File: src/rtl/balance_digit_scanner_if.sv
// ---------------------------------------------------------------------------
// balance_digit_scanner_if
// Bundles the request side (start, balance, blank_lz) and the display side
// (data, digit_sel, busy, done, overflow) of the balance digit scanner.
//   master : drives start/balance/blank_lz, observes the display outputs
//   slave  : the scanner itself
// ---------------------------------------------------------------------------
interface balance_digit_scanner_if #(
  parameter int WIDTH  = 14,
  parameter int DIGITS = 4
);
  logic              start;
  logic [WIDTH-1:0]  balance;
  logic              blank_lz;
  logic [7:0]        data;
  logic [DIGITS-1:0] digit_sel;
  logic              busy;
  logic              done;
  logic              overflow;

  modport master (
    output start, balance, blank_lz,
    input  data, digit_sel, busy, done, overflow
  );

  modport slave (
    input  start, balance, blank_lz,
    output data, digit_sel, busy, done, overflow
  );
endinterface

File: src/rtl/balance_digit_scanner.sv
// ---------------------------------------------------------------------------
// balance_digit_scanner
// Converts a binary balance to BCD with shift-add-3 (one bit per cycle) and
// time-multiplexes the committed digits onto the seven-segment decoder input.
// Ports:
//   i_clk      system clock, rising edge
//   i_reset    synchronous, active-high reset
//   bus.start      one-cycle convert request (honoured in IDLE only)
//   bus.balance    unsigned binary balance
//   bus.blank_lz   blank leading zeros (digit 0 never blanked)
//   bus.data       decoder code {4'h0, bcd} or 8'h0F for a blank digit
//   bus.digit_sel  one-hot digit enable, bit 0 = units
//   bus.busy       conversion in progress
//   bus.done       one-cycle pulse when new digits are committed
//   bus.overflow   displayed value came from a balance above 9999
//
// state    | meaning
// ---------+--------------------------------------------------------------
// S_IDLE   | waiting for start; display shows last committed value
// S_SHIFT  | one add-3/shift iteration per cycle, WIDTH iterations
// S_COMMIT | new digits visible, done pulses, back to IDLE
// ---------------------------------------------------------------------------
module balance_digit_scanner #(
  parameter int WIDTH    = 14,
  parameter int DIGITS   = 4,
  parameter int SCAN_DIV = 16
) (
  input  logic                   i_clk,
  input  logic                   i_reset,
  balance_digit_scanner_if.slave bus
);

  localparam int BCD_W  = 4 * DIGITS;
  localparam int ITER_W = $clog2(WIDTH);
  localparam int CNT_W  = (SCAN_DIV > 1) ? $clog2(SCAN_DIV) : 1;
  localparam int IDX_W  = (DIGITS > 1) ? $clog2(DIGITS) : 1;
  localparam logic [WIDTH-1:0] MAX_VAL = WIDTH'(9999);

  typedef enum logic [1:0] {
    S_IDLE   = 2'd0,
    S_SHIFT  = 2'd1,
    S_COMMIT = 2'd2
  } state_t;

  state_t                  r_state;
  state_t                  w_state_next;
  logic [WIDTH-1:0]        r_bin;
  logic [BCD_W-1:0]        r_bcd;
  logic [ITER_W-1:0]       r_iter;
  logic                    r_ovf_pend;
  logic [BCD_W-1:0]        r_digits;
  logic                    r_overflow;
  logic [CNT_W-1:0]        r_scan_cnt;
  logic [IDX_W-1:0]        r_scan_idx;
  logic [DIGITS-1:0]       r_digit_sel;
  logic [7:0]              r_data;

  logic                    w_capture;
  logic                    w_busy;
  logic                    w_done;
  logic                    w_last_iter;
  logic [BCD_W-1:0]        w_bcd_adj;
  logic [BCD_W+WIDTH-1:0]  w_shifted;
  logic [BCD_W-1:0]        w_bcd_next;
  logic [DIGITS-1:0]       w_zero_from;
  logic [3:0]              w_cur_nib;
  logic                    w_blank;
  logic [7:0]              w_code;

  // ---------------- conversion FSM ----------------
  always_ff @(posedge i_clk) begin
    if (i_reset) r_state <= S_IDLE;
    else         r_state <= w_state_next;
  end

  always_comb begin
    w_state_next = r_state;
    w_capture    = 1'b0;
    w_busy       = 1'b0;
    w_done       = 1'b0;
    case (r_state)
      S_IDLE: begin
        if (bus.start) begin
          w_capture    = 1'b1;
          w_state_next = S_SHIFT;
        end
      end
      S_SHIFT: begin
        w_busy = 1'b1;
        if (w_last_iter) w_state_next = S_COMMIT;
      end
      S_COMMIT: begin
        w_done       = 1'b1;
        w_state_next = S_IDLE;
      end
      default: w_state_next = S_IDLE;
    endcase
  end

  // ---------------- double dabble datapath ----------------
  assign w_last_iter = (r_iter == ITER_W'(WIDTH - 1));

  always_comb begin
    w_bcd_adj = r_bcd;
    for (int d = 0; d < DIGITS; d++) begin
      if (r_bcd[4*d +: 4] >= 4'd5) w_bcd_adj[4*d +: 4] = r_bcd[4*d +: 4] + 4'd3;
    end
  end

  assign w_shifted  = {w_bcd_adj, r_bin} << 1;
  assign w_bcd_next = w_shifted[BCD_W+WIDTH-1 -: BCD_W];

  // Digits are written on the edge that enters COMMIT so they are already
  // visible in the same cycle that done is high.
  always_ff @(posedge i_clk) begin
    if (i_reset) begin
      r_bin      <= '0;
      r_bcd      <= '0;
      r_iter     <= '0;
      r_ovf_pend <= 1'b0;
      r_digits   <= '0;
      r_overflow <= 1'b0;
    end else if (w_capture) begin
      r_bin      <= bus.balance;
      r_bcd      <= '0;
      r_iter     <= '0;
      r_ovf_pend <= (bus.balance > MAX_VAL);
    end else if (r_state == S_SHIFT) begin
      r_bcd  <= w_bcd_next;
      r_bin  <= w_shifted[WIDTH-1:0];
      r_iter <= r_iter + 1'b1;
      if (w_last_iter) begin
        r_digits   <= r_ovf_pend ? '1 : w_bcd_next;
        r_overflow <= r_ovf_pend;
      end
    end
  end

  // ---------------- display scan ----------------
  // w_zero_from[k]: digit k and every digit above it are zero.
  always_comb begin
    logic zero_run;
    zero_run    = 1'b1;
    w_zero_from = '0;
    for (int k = DIGITS - 1; k >= 0; k--) begin
      zero_run       = zero_run && (r_digits[4*k +: 4] == 4'd0);
      w_zero_from[k] = zero_run;
    end
  end

  // Overflow digits are 4'hF, never zero, so blanking cannot touch them.
  assign w_cur_nib = r_digits[4*r_scan_idx +: 4];
  assign w_blank   = bus.blank_lz && (r_scan_idx != '0) && w_zero_from[r_scan_idx];
  assign w_code    = w_blank ? 8'h0F : {4'h0, w_cur_nib};

  always_ff @(posedge i_clk) begin
    if (i_reset) begin
      r_scan_cnt  <= '0;
      r_scan_idx  <= '0;
      r_digit_sel <= DIGITS'(1);
      r_data      <= 8'h00;
    end else begin
      if (r_scan_cnt == CNT_W'(SCAN_DIV - 1)) begin
        r_scan_cnt <= '0;
        r_scan_idx <= (r_scan_idx == IDX_W'(DIGITS - 1)) ? '0 : r_scan_idx + 1'b1;
      end else begin
        r_scan_cnt <= r_scan_cnt + 1'b1;
      end
      r_digit_sel <= DIGITS'(1) << r_scan_idx;
      r_data      <= w_code;
    end
  end

  assign bus.data      = r_data;
  assign bus.digit_sel = r_digit_sel;
  assign bus.busy      = w_busy;
  assign bus.done      = w_done;
  assign bus.overflow  = r_overflow;

endmodule

File: src/flat_wrapper.sv
// flat-port wrapper written by rule: the top's interface ports become plain ports
module balance_digit_scanner_flat 
#(
  parameter int WIDTH    = 14,
  parameter int DIGITS   = 4,
  parameter int SCAN_DIV = 16
)
  (i_clk, i_reset, bus_start, bus_balance, bus_blank_lz, bus_data, bus_digit_sel, bus_busy, bus_done, bus_overflow);
  balance_digit_scanner_if #(.WIDTH(WIDTH), .DIGITS(DIGITS)) bus_i ();
  input  logic i_clk;
  input  logic i_reset;
  input wire logic [$bits(bus_i.start)-1:0] bus_start;
  input wire logic [$bits(bus_i.balance)-1:0] bus_balance;
  input wire logic [$bits(bus_i.blank_lz)-1:0] bus_blank_lz;
  output wire logic [$bits(bus_i.data)-1:0] bus_data;
  output wire logic [$bits(bus_i.digit_sel)-1:0] bus_digit_sel;
  output wire logic [$bits(bus_i.busy)-1:0] bus_busy;
  output wire logic [$bits(bus_i.done)-1:0] bus_done;
  output wire logic [$bits(bus_i.overflow)-1:0] bus_overflow;
  assign bus_i.start = bus_start;
  assign bus_i.balance = bus_balance;
  assign bus_i.blank_lz = bus_blank_lz;
  assign bus_data = bus_i.data;
  assign bus_digit_sel = bus_i.digit_sel;
  assign bus_busy = bus_i.busy;
  assign bus_done = bus_i.done;
  assign bus_overflow = bus_i.overflow;
  balance_digit_scanner #(.WIDTH(WIDTH), .DIGITS(DIGITS), .SCAN_DIV(SCAN_DIV)) u_core (.i_clk(i_clk), .i_reset(i_reset), .bus(bus_i));
endmodule
File: config.mk
export PLATFORM = sky130hd
export DESIGN_NAME = balance_digit_scanner_flat
export DESIGN_NICKNAME = d
export VERILOG_FILES = /design/src/rtl/balance_digit_scanner_if.sv /design/src/rtl/balance_digit_scanner.sv /design/src/flat_wrapper.sv
export SDC_FILE = /design/constraint.sdc
export NUM_CORES = 1
export LEC_CHECK = 0
export CAP_MARGIN = 5
export CORE_MARGIN = 2
export CORE_UTILIZATION = 50
export DETAILED_ROUTE_END_ITERATION = 12
export HOLD_SLACK_MARGIN = 0.05
export MAX_ROUTING_LAYER = met4
export PLACE_DENSITY = 0.75
export SYNTH_ARGS = -nofsm -noshare
export SYNTH_HDL_FRONTEND = slang
export SYNTH_SLANG_ARGS = --single-unit
File: constraint.sdc
create_clock -name i_clk -period 1.52 [get_ports i_clk]
set_input_delay 0.304 -clock i_clk [delete_from_list [all_inputs] [get_ports i_clk]]
set_output_delay 0.304 -clock i_clk [all_outputs]
set_load 0.02 [all_outputs]
==> reports/metrics.cfg, run 1 <==
[grt]
grt-ovfl-total = 0
grtUsageTotal_pct = 21.0
grt_pass1_vias = 2325
grt_max_degree = 22
grt_pass1_wl_um = 10500
antenna_found_initial = 0

[run_status]
status = complete, no violations

[yosys]
ys_seq_area_share_pct = 44.1
ys_warn_count = 0
async_flop_share_pct = 0
ys_ff_latch = 68
synth_compound_area_share_pct = 22.5
synth-xor-area-share_pct = 2.27
syn_inst = 329
yosysUniqueCellTypes = 43
syn_area_um2 = 3080
synthSimpleGateAreaFrac_pct = 14.4
syn_area_per_cell_um2 = 9.37
synthAdderAreaFrac_pct = 5.27
synth.area.mux_share_pct = 4.71
synth-main-ff-cell = dfxtp_1
synth_edf_count = 0
synth_top_family_by_area = compound AO/OA/AOI/OAI gates

[clock_tree]
cts.sinks = 68
cts_root_buf = clkbuf_8
path_clk_slew_ps = 70
cts_tree = done
cts_max_level = 3
clockBufferDepth = 2
clock_latency_ps = 350
cts_inserted_buffers = 9

[sta]
tns_ps = 0
hold_viol = 0
min_period_ps = 1470
clock.fmax_mhz = 679
skew_ps = 5.87
slew_violations = 0
fin_crit_sh_pct = 96.9
setup_viol = 0
rsz0062_at_grt = no

[critical_path]
slowest_stage = dfxtp_2
crit_path_max_fanout = 3
path_class = flop to flop
reg2reg_setup_slack_ps = 50
cp.depth = 6
path_buf_inv = 1
crit_path_cell_trace = inv_2 -> ha_1 -> nand2b_4 -> a21oi_4 -> mux2_4 -> o22ai_2
reg2reg_depth = 6
endpoint_kind = flop
crit_path_start_kind = flop
worstSetupStartpoint = u_core.r_bcd[5]
endpoint = u_core.r_bcd[6]
r2r-start = u_core.r_bcd[5]
max_stage_delay_ps = 350
path_delay_family = flip-flops
cp_data_required_time_ps = 1800
regToRegEndpoint = u_core.r_bcd[6]
critPathArrivalTime_ps = 1750

[floorplanning]
die_width_um = 82.5
dieHeight_um = 82.5
row_count = 28
core-area_um2 = 5960
die-area_um2 = 6810
io-pin-count = 33
start_util_pct = 51.8

[power_and_ir_drop]
p_sw_mw = 0.917
p_leak_nw = 1.47
total_power_mw = 3.63
seq_power_share_pct = 51.9
swShare_pct = 25.3
power_density_nw_per_um2 = 949
peakVddDrop_v = 0.000585
power.internal_mw = 2.71
combPwrFrac_pct = 12.2
clkPwrFrac_pct = 35.9

[job]
maxCapViolations = 0

[finish]
seqCellArea_um2 = 1370
multi_input_area_um2 = 1650
antenna_cells = 0
syn_to_final_growth_pct = 24.0
layout.nets = 405
fillCellCount = 484
layout_common_cells = dfxtp_1 (63), a21oi_1 (39), nand2_1 (27)
mostFrequentLayoutCell = dfxtp_1
drive_gt1_share_pct = 25.1

[placement]
gp_congestion = 0.867
place_hpwl_um = 4440
portBuffers = 28

[routing]
dr_wl_met2_um = 3040
dr.pass1.iters = 5
avgRoutedWirePerCell_um = 14.2
top_layer = met4
via_per_inst = 5.57
postRouteAntennaNets = 0
drt-met1-wl_um = 2820
drtIter0Drc = 158
dr_total_vias = 2521
met3WireLength_um = 477
drcViolationCount = 0
wirelength_um = 6450

[worst_hold_path]
hp-class = flop to flop

## worst register-to-register path, cell delays in order (launching register included)
cell and delay [ps]:
dfxtp_2 350, inv_2 60, ha_1 190, nand2b_4 160, a21oi_4 170, mux2_4 330
o22ai_2 150
## cell type report
type / instances / area share [%]
multi-input cells: 224 / 43.1
flip-flops and latches: 68 / 35.8
repair buffers: 55 / 12.7
clock buffers: 13 / 4.16
well taps: 75 / 2.45
inverters: 16 / 1.57
clock inverters: 2 / 0.262
## power groups by stage
stage	Clock [mW]	Combinational, mW	Sequential (mW)
2_1_floorplan	0	0.279	1.91
3_3_place_gp	0	0.402	1.91
3_5_place_dp	0	0.412	1.92
4_1_cts	1.33	0.418	1.88
5_1_grt	1.42	0.486	1.89
6_report	1.30	0.443	1.88
## sequential cells by signal, summed over array words and instances (netlist names), 2 cells and up
signal and cells:
u_core.r_bin 14, u_core.r_bcd 16, u_core.r_scan_cnt 4, u_core.r_iter 4
u_core.r_state 2, u_core.r_scan_idx 2, u_core.bus.data 4, u_core.bus.digit_sel 4
u_core.r_digits 16
## cells by family after synthesis
logic type / Yosys count
xor+xnor: 8
compound gates: 103
flops: 68
simple gates: 87
other cells: 1
buf+inv: 40
fa+ha+maj: 13
mux: 9
## cell usage after synthesis, drive strengths merged, types with 2 or more instances
cell type / count / area, µm²
a211oi: 8 / 100
a21o: 4 / 30.0
a21oi: 44 / 224
a22oi: 13 / 97.6
a31oi: 4 / 25.0
buf: 19 / 125
clkbuf: 5 / 18.8
dfxtp: 68 / 1360
ha: 13 / 163
inv: 16 / 60.1
mux2: 4 / 45.0
mux4: 4 / 90.1
nand2: 27 / 101
nand2b: 6 / 45.0
nand3: 4 / 20.0
nor2: 22 / 90.1
nor3: 6 / 30.0
nor3b: 9 / 72.6
nor4: 5 / 31.3
o21ai: 20 / 100
o22ai: 8 / 100
or2: 2 / 12.5
xnor2: 6 / 52.6
xor2: 2 / 17.5
## per-stage QoR
stage | cell area (µm²) | utilization, % | instances | setup slack, ps | hold slack [ps]
finish | 3820 | 64.2 | 453 | 46.8 | 451
global route | 3820 | 64.2 | 453 | 2.13 | 480
CTS | 3720 | 62.5 | 453 | 13.7 | 457
detailed placement | 3540 | 59.5 | 438 | -128 | 445
global placement | 3540 | 59.5 | 438 | -110 | 442
floorplan | 3100 | - | 332 | 49.0 | 396
## per-layer routing
layer | GRT usage (%) | vias to the layer above
met5 | - | -
met4 | 7.05 | 0
met3 | 7.83 | 13
met2 | 32.0 | 72
met1 | 25.7 | 1190
li1 | - | 1246
## worst min path at each step
stage | from | to | slack [ps] | cells after the start
3_3_place_gp | u_core.r_bin[6] | u_core.r_bin[6] | 440 | 2
6_report | u_core.r_scan_idx[0] | u_core.bus.digit_sel[2] | 450 | 1
3_5_place_dp | u_core.r_scan_idx[0] | u_core.bus.digit_sel[2] | 450 | 1
4_1_cts | u_core.r_scan_idx[0] | u_core.bus.digit_sel[2] | 460 | 1
5_1_grt | u_core.r_bin[5] | u_core.r_bin[5] | 480 | 2
2_1_floorplan | i_reset | u_core.bus.digit_sel[0] | 400 | 2
## timing repair
item | CTS | global route
gates resized for setup | 23 | 23
pin swaps | 2 | 3
endpoints found under the setup margin | 19 | 21
setup buffers | 0 | 0
hold buffers | 0 | 0
(Power assumes the default switching activity.)
==> run 2: changes to the inputs <==
--- a/config.mk
+++ b/config.mk
@@ -6,6 +6,7 @@
 export NUM_CORES = 1
 export LEC_CHECK = 0
 export CAP_MARGIN = 5
+export CORE_ASPECT_RATIO = 1.1
 export CORE_MARGIN = 2
 export CORE_UTILIZATION = 50
 export DETAILED_ROUTE_END_ITERATION = 12
==> reports/metrics.cfg, run 2 (same netlist as run 1, synthesis figures left out) <==
[run_status]
status = complete, no violations  ; unchanged

[critical_path]
r2r-start = u_core.r_bcd[13]  ; was u_core.r_bcd[5]
crit_path_start_kind = flop  ; unchanged
crit_path_cell_trace = inv_1 -> ha_1 -> nand2b_1 -> a21oi_2 -> mux2_2 -> a21oi_1  ; was inv_2 -> ha_1 -> nand2b_4 -> a21oi_4 -> mux2_4 -> o22ai_2
cp_data_required_time_ps = 1790  ; was 1800 ps
cp.depth = 6  ; unchanged
reg2reg_depth = 6  ; unchanged
max_stage_delay_ps = 380  ; was 350 ps
path_buf_inv = 1  ; unchanged
endpoint_kind = flop  ; unchanged
worstSetupStartpoint = u_core.r_bcd[13]  ; was u_core.r_bcd[5]
crit_path_max_fanout = 3  ; unchanged
slowest_stage = mux2_2  ; was dfxtp_2
path_delay_family = multiplexers  ; was flip-flops
path_class = flop to flop  ; unchanged
endpoint = u_core.r_digits[14]  ; was u_core.r_bcd[6]
regToRegEndpoint = u_core.r_digits[14]  ; was u_core.r_bcd[6]
critPathArrivalTime_ps = 1770  ; was 1750 ps
reg2reg_setup_slack_ps = 30  ; was 50 ps

[sta]
skew_ps = 6.78  ; was 5.87 ps
min_period_ps = 1490  ; was 1470 ps
slew_violations = 0  ; unchanged
clock.fmax_mhz = 670  ; was 679 MHz
fin_crit_sh_pct = 98.3  ; was 96.9%
setup_viol = 0  ; unchanged
whs_ps = 457  ; was 451 ps
hold_viol = 0  ; unchanged

[finish]
reg_top3 = u_core.r_bcd (16), u_core.r_digits (16), u_core.r_bin (14)  ; unchanged
syn_to_final_growth_pct = 22.6  ; was 24.0%
mostFrequentLayoutCell = dfxtp_1  ; unchanged
drive_gt1_share_pct = 24.9  ; was 25.1%
antenna_cells = 0  ; unchanged
layout.nets = 403  ; was 405
post-route-util_pct = 62.2  ; was 64.2%
final_area_um2 = 3780  ; was 3820 µm²
layout_common_cells = dfxtp_1 (64), a21oi_1 (37), nand2_1 (27)  ; was dfxtp_1 (63), a21oi_1 (39), nand2_1 (27)

[floorplanning]
io-pin-count = 33  ; unchanged
start_util_pct = 50.7  ; was 51.8%
row_count = 30  ; was 28
die_width_um = 78.9  ; was 82.5 µm
core-area_um2 = 6080  ; was 5960 µm²
dieHeight_um = 86.4  ; was 82.5 µm
die-area_um2 = 6810  ; about the same

[grt]
grt_pass1_vias = 2258  ; was 2325
grtUsageTotal_pct = 19.5  ; was 21.0%
grt_max_degree = 22  ; unchanged
grt_pass1_wl_um = 10100  ; was 10500 µm
grt-ovfl-total = 0  ; unchanged
antenna_found_initial = 0  ; unchanged

[routing]
drcViolationCount = 0  ; unchanged
dr.pass1.iters = 4  ; was 5
wirelength_um = 6240  ; was 6450 µm
via_per_inst = 5.40  ; was 5.57
postRouteAntennaNets = 0  ; unchanged
dr_total_vias = 2467  ; was 2521
avgRoutedWirePerCell_um = 13.6  ; was 14.2 µm
drtIter0Drc = 133  ; was 158

[clock_tree]
cts_root_buf = clkbuf_8  ; unchanged
cts_tree = done  ; unchanged
cts_max_level = 3  ; unchanged
cts.sinks = 68  ; unchanged
cts_inserted_buffers = 9  ; unchanged
path_clk_slew_ps = 80  ; was 70 ps
postCtsHoldBufs = 0  ; unchanged
clock_latency_ps = 340  ; was 350 ps
clockBufferDepth = 2  ; unchanged

[worst_hold_path]
hp-class = flop to flop  ; unchanged
min-delay-start = u_core.r_scan_idx[0]  ; unchanged

[power_and_ir_drop]
peakVddDrop_v = 0.000570  ; was 0.000585 V
power_density_nw_per_um2 = 945  ; was 949 nW/µm²
p_leak_nw = 1.44  ; was 1.47 nW

[placement]
gp_congestion = 0.800  ; was 0.867
portBuffers = 28  ; unchanged
place_hpwl_um = 4340  ; was 4440 µm
place_area_um2 = 3540  ; about the same

[job]
maxCapViolations = 0  ; unchanged

## run 2: changes by cell type in the layout (fill, tap and decap cells not counted), sizes merged
cell           before  now
clkbuf             14   11
buf                27   25
clkinv              2    5
clkinvlp            0    2
clkdlybuf4s15       1    0
## run 2: worst min-delay path by stage
stage	to	cells after the start	slack [ps]
global placement	u_core.r_bin[6]	2	440
global route	u_core.bus.digit_sel[2]	1	470
finish	u_core.bus.digit_sel[2]	1	460
CTS	u_core.r_bin[6]	2	460
floorplan	u_core.bus.digit_sel[0]	2	400
detailed placement	u_core.r_bin[6]	2	450
## run 2: report_power, final
group          switching, mW  internal [mW]  total (mW)
combinational          0.225          0.198       0.423
clock                  0.689          0.581        1.27
sequential            0.0446           1.84        1.88
total                  0.959           2.61        3.57
## run 2: area by class of cell
cell class,instances,area (µm²)
fill,509,2300
multi-input combinational,224,1610
sequential,68,1370
timing repair buffer,53,479
clock buffer,9,124
tap,80,100
inverter,16,60.1
clock inverter,7,43.8
## run 2: routing by layer
layer | share of wire (%) | global-route usage, %
met3 | 3.2 | 3.85
met2 | 51 | 32.2
met5 | 0 | -
met4 | 1.8 | 10.2
met1 | 44 | 22.5
## run 2: through the flow
stage | total power [mW] | instances | setup slack [ps] | setup TNS (ps)
after floorplan | 2.19 | 332 | 49.0 | 0
after global placement | 2.31 | 441 | -98.6 | -2030
after detailed placement | 2.32 | 441 | -116 | -2370
after CTS | 3.58 | 457 | 2.81 | 0
after global routing | 3.73 | 457 | -6.27 | -9.06
final | 3.57 | 457 | 26.4 | 0
## run 2: what timing repair did
action,in CTS,in global routing
endpoints found under the hold margin,0,0
resized for setup,17,24
endpoints found under the setup margin,18,22
pin swaps,0,4
buffers inserted,0,0
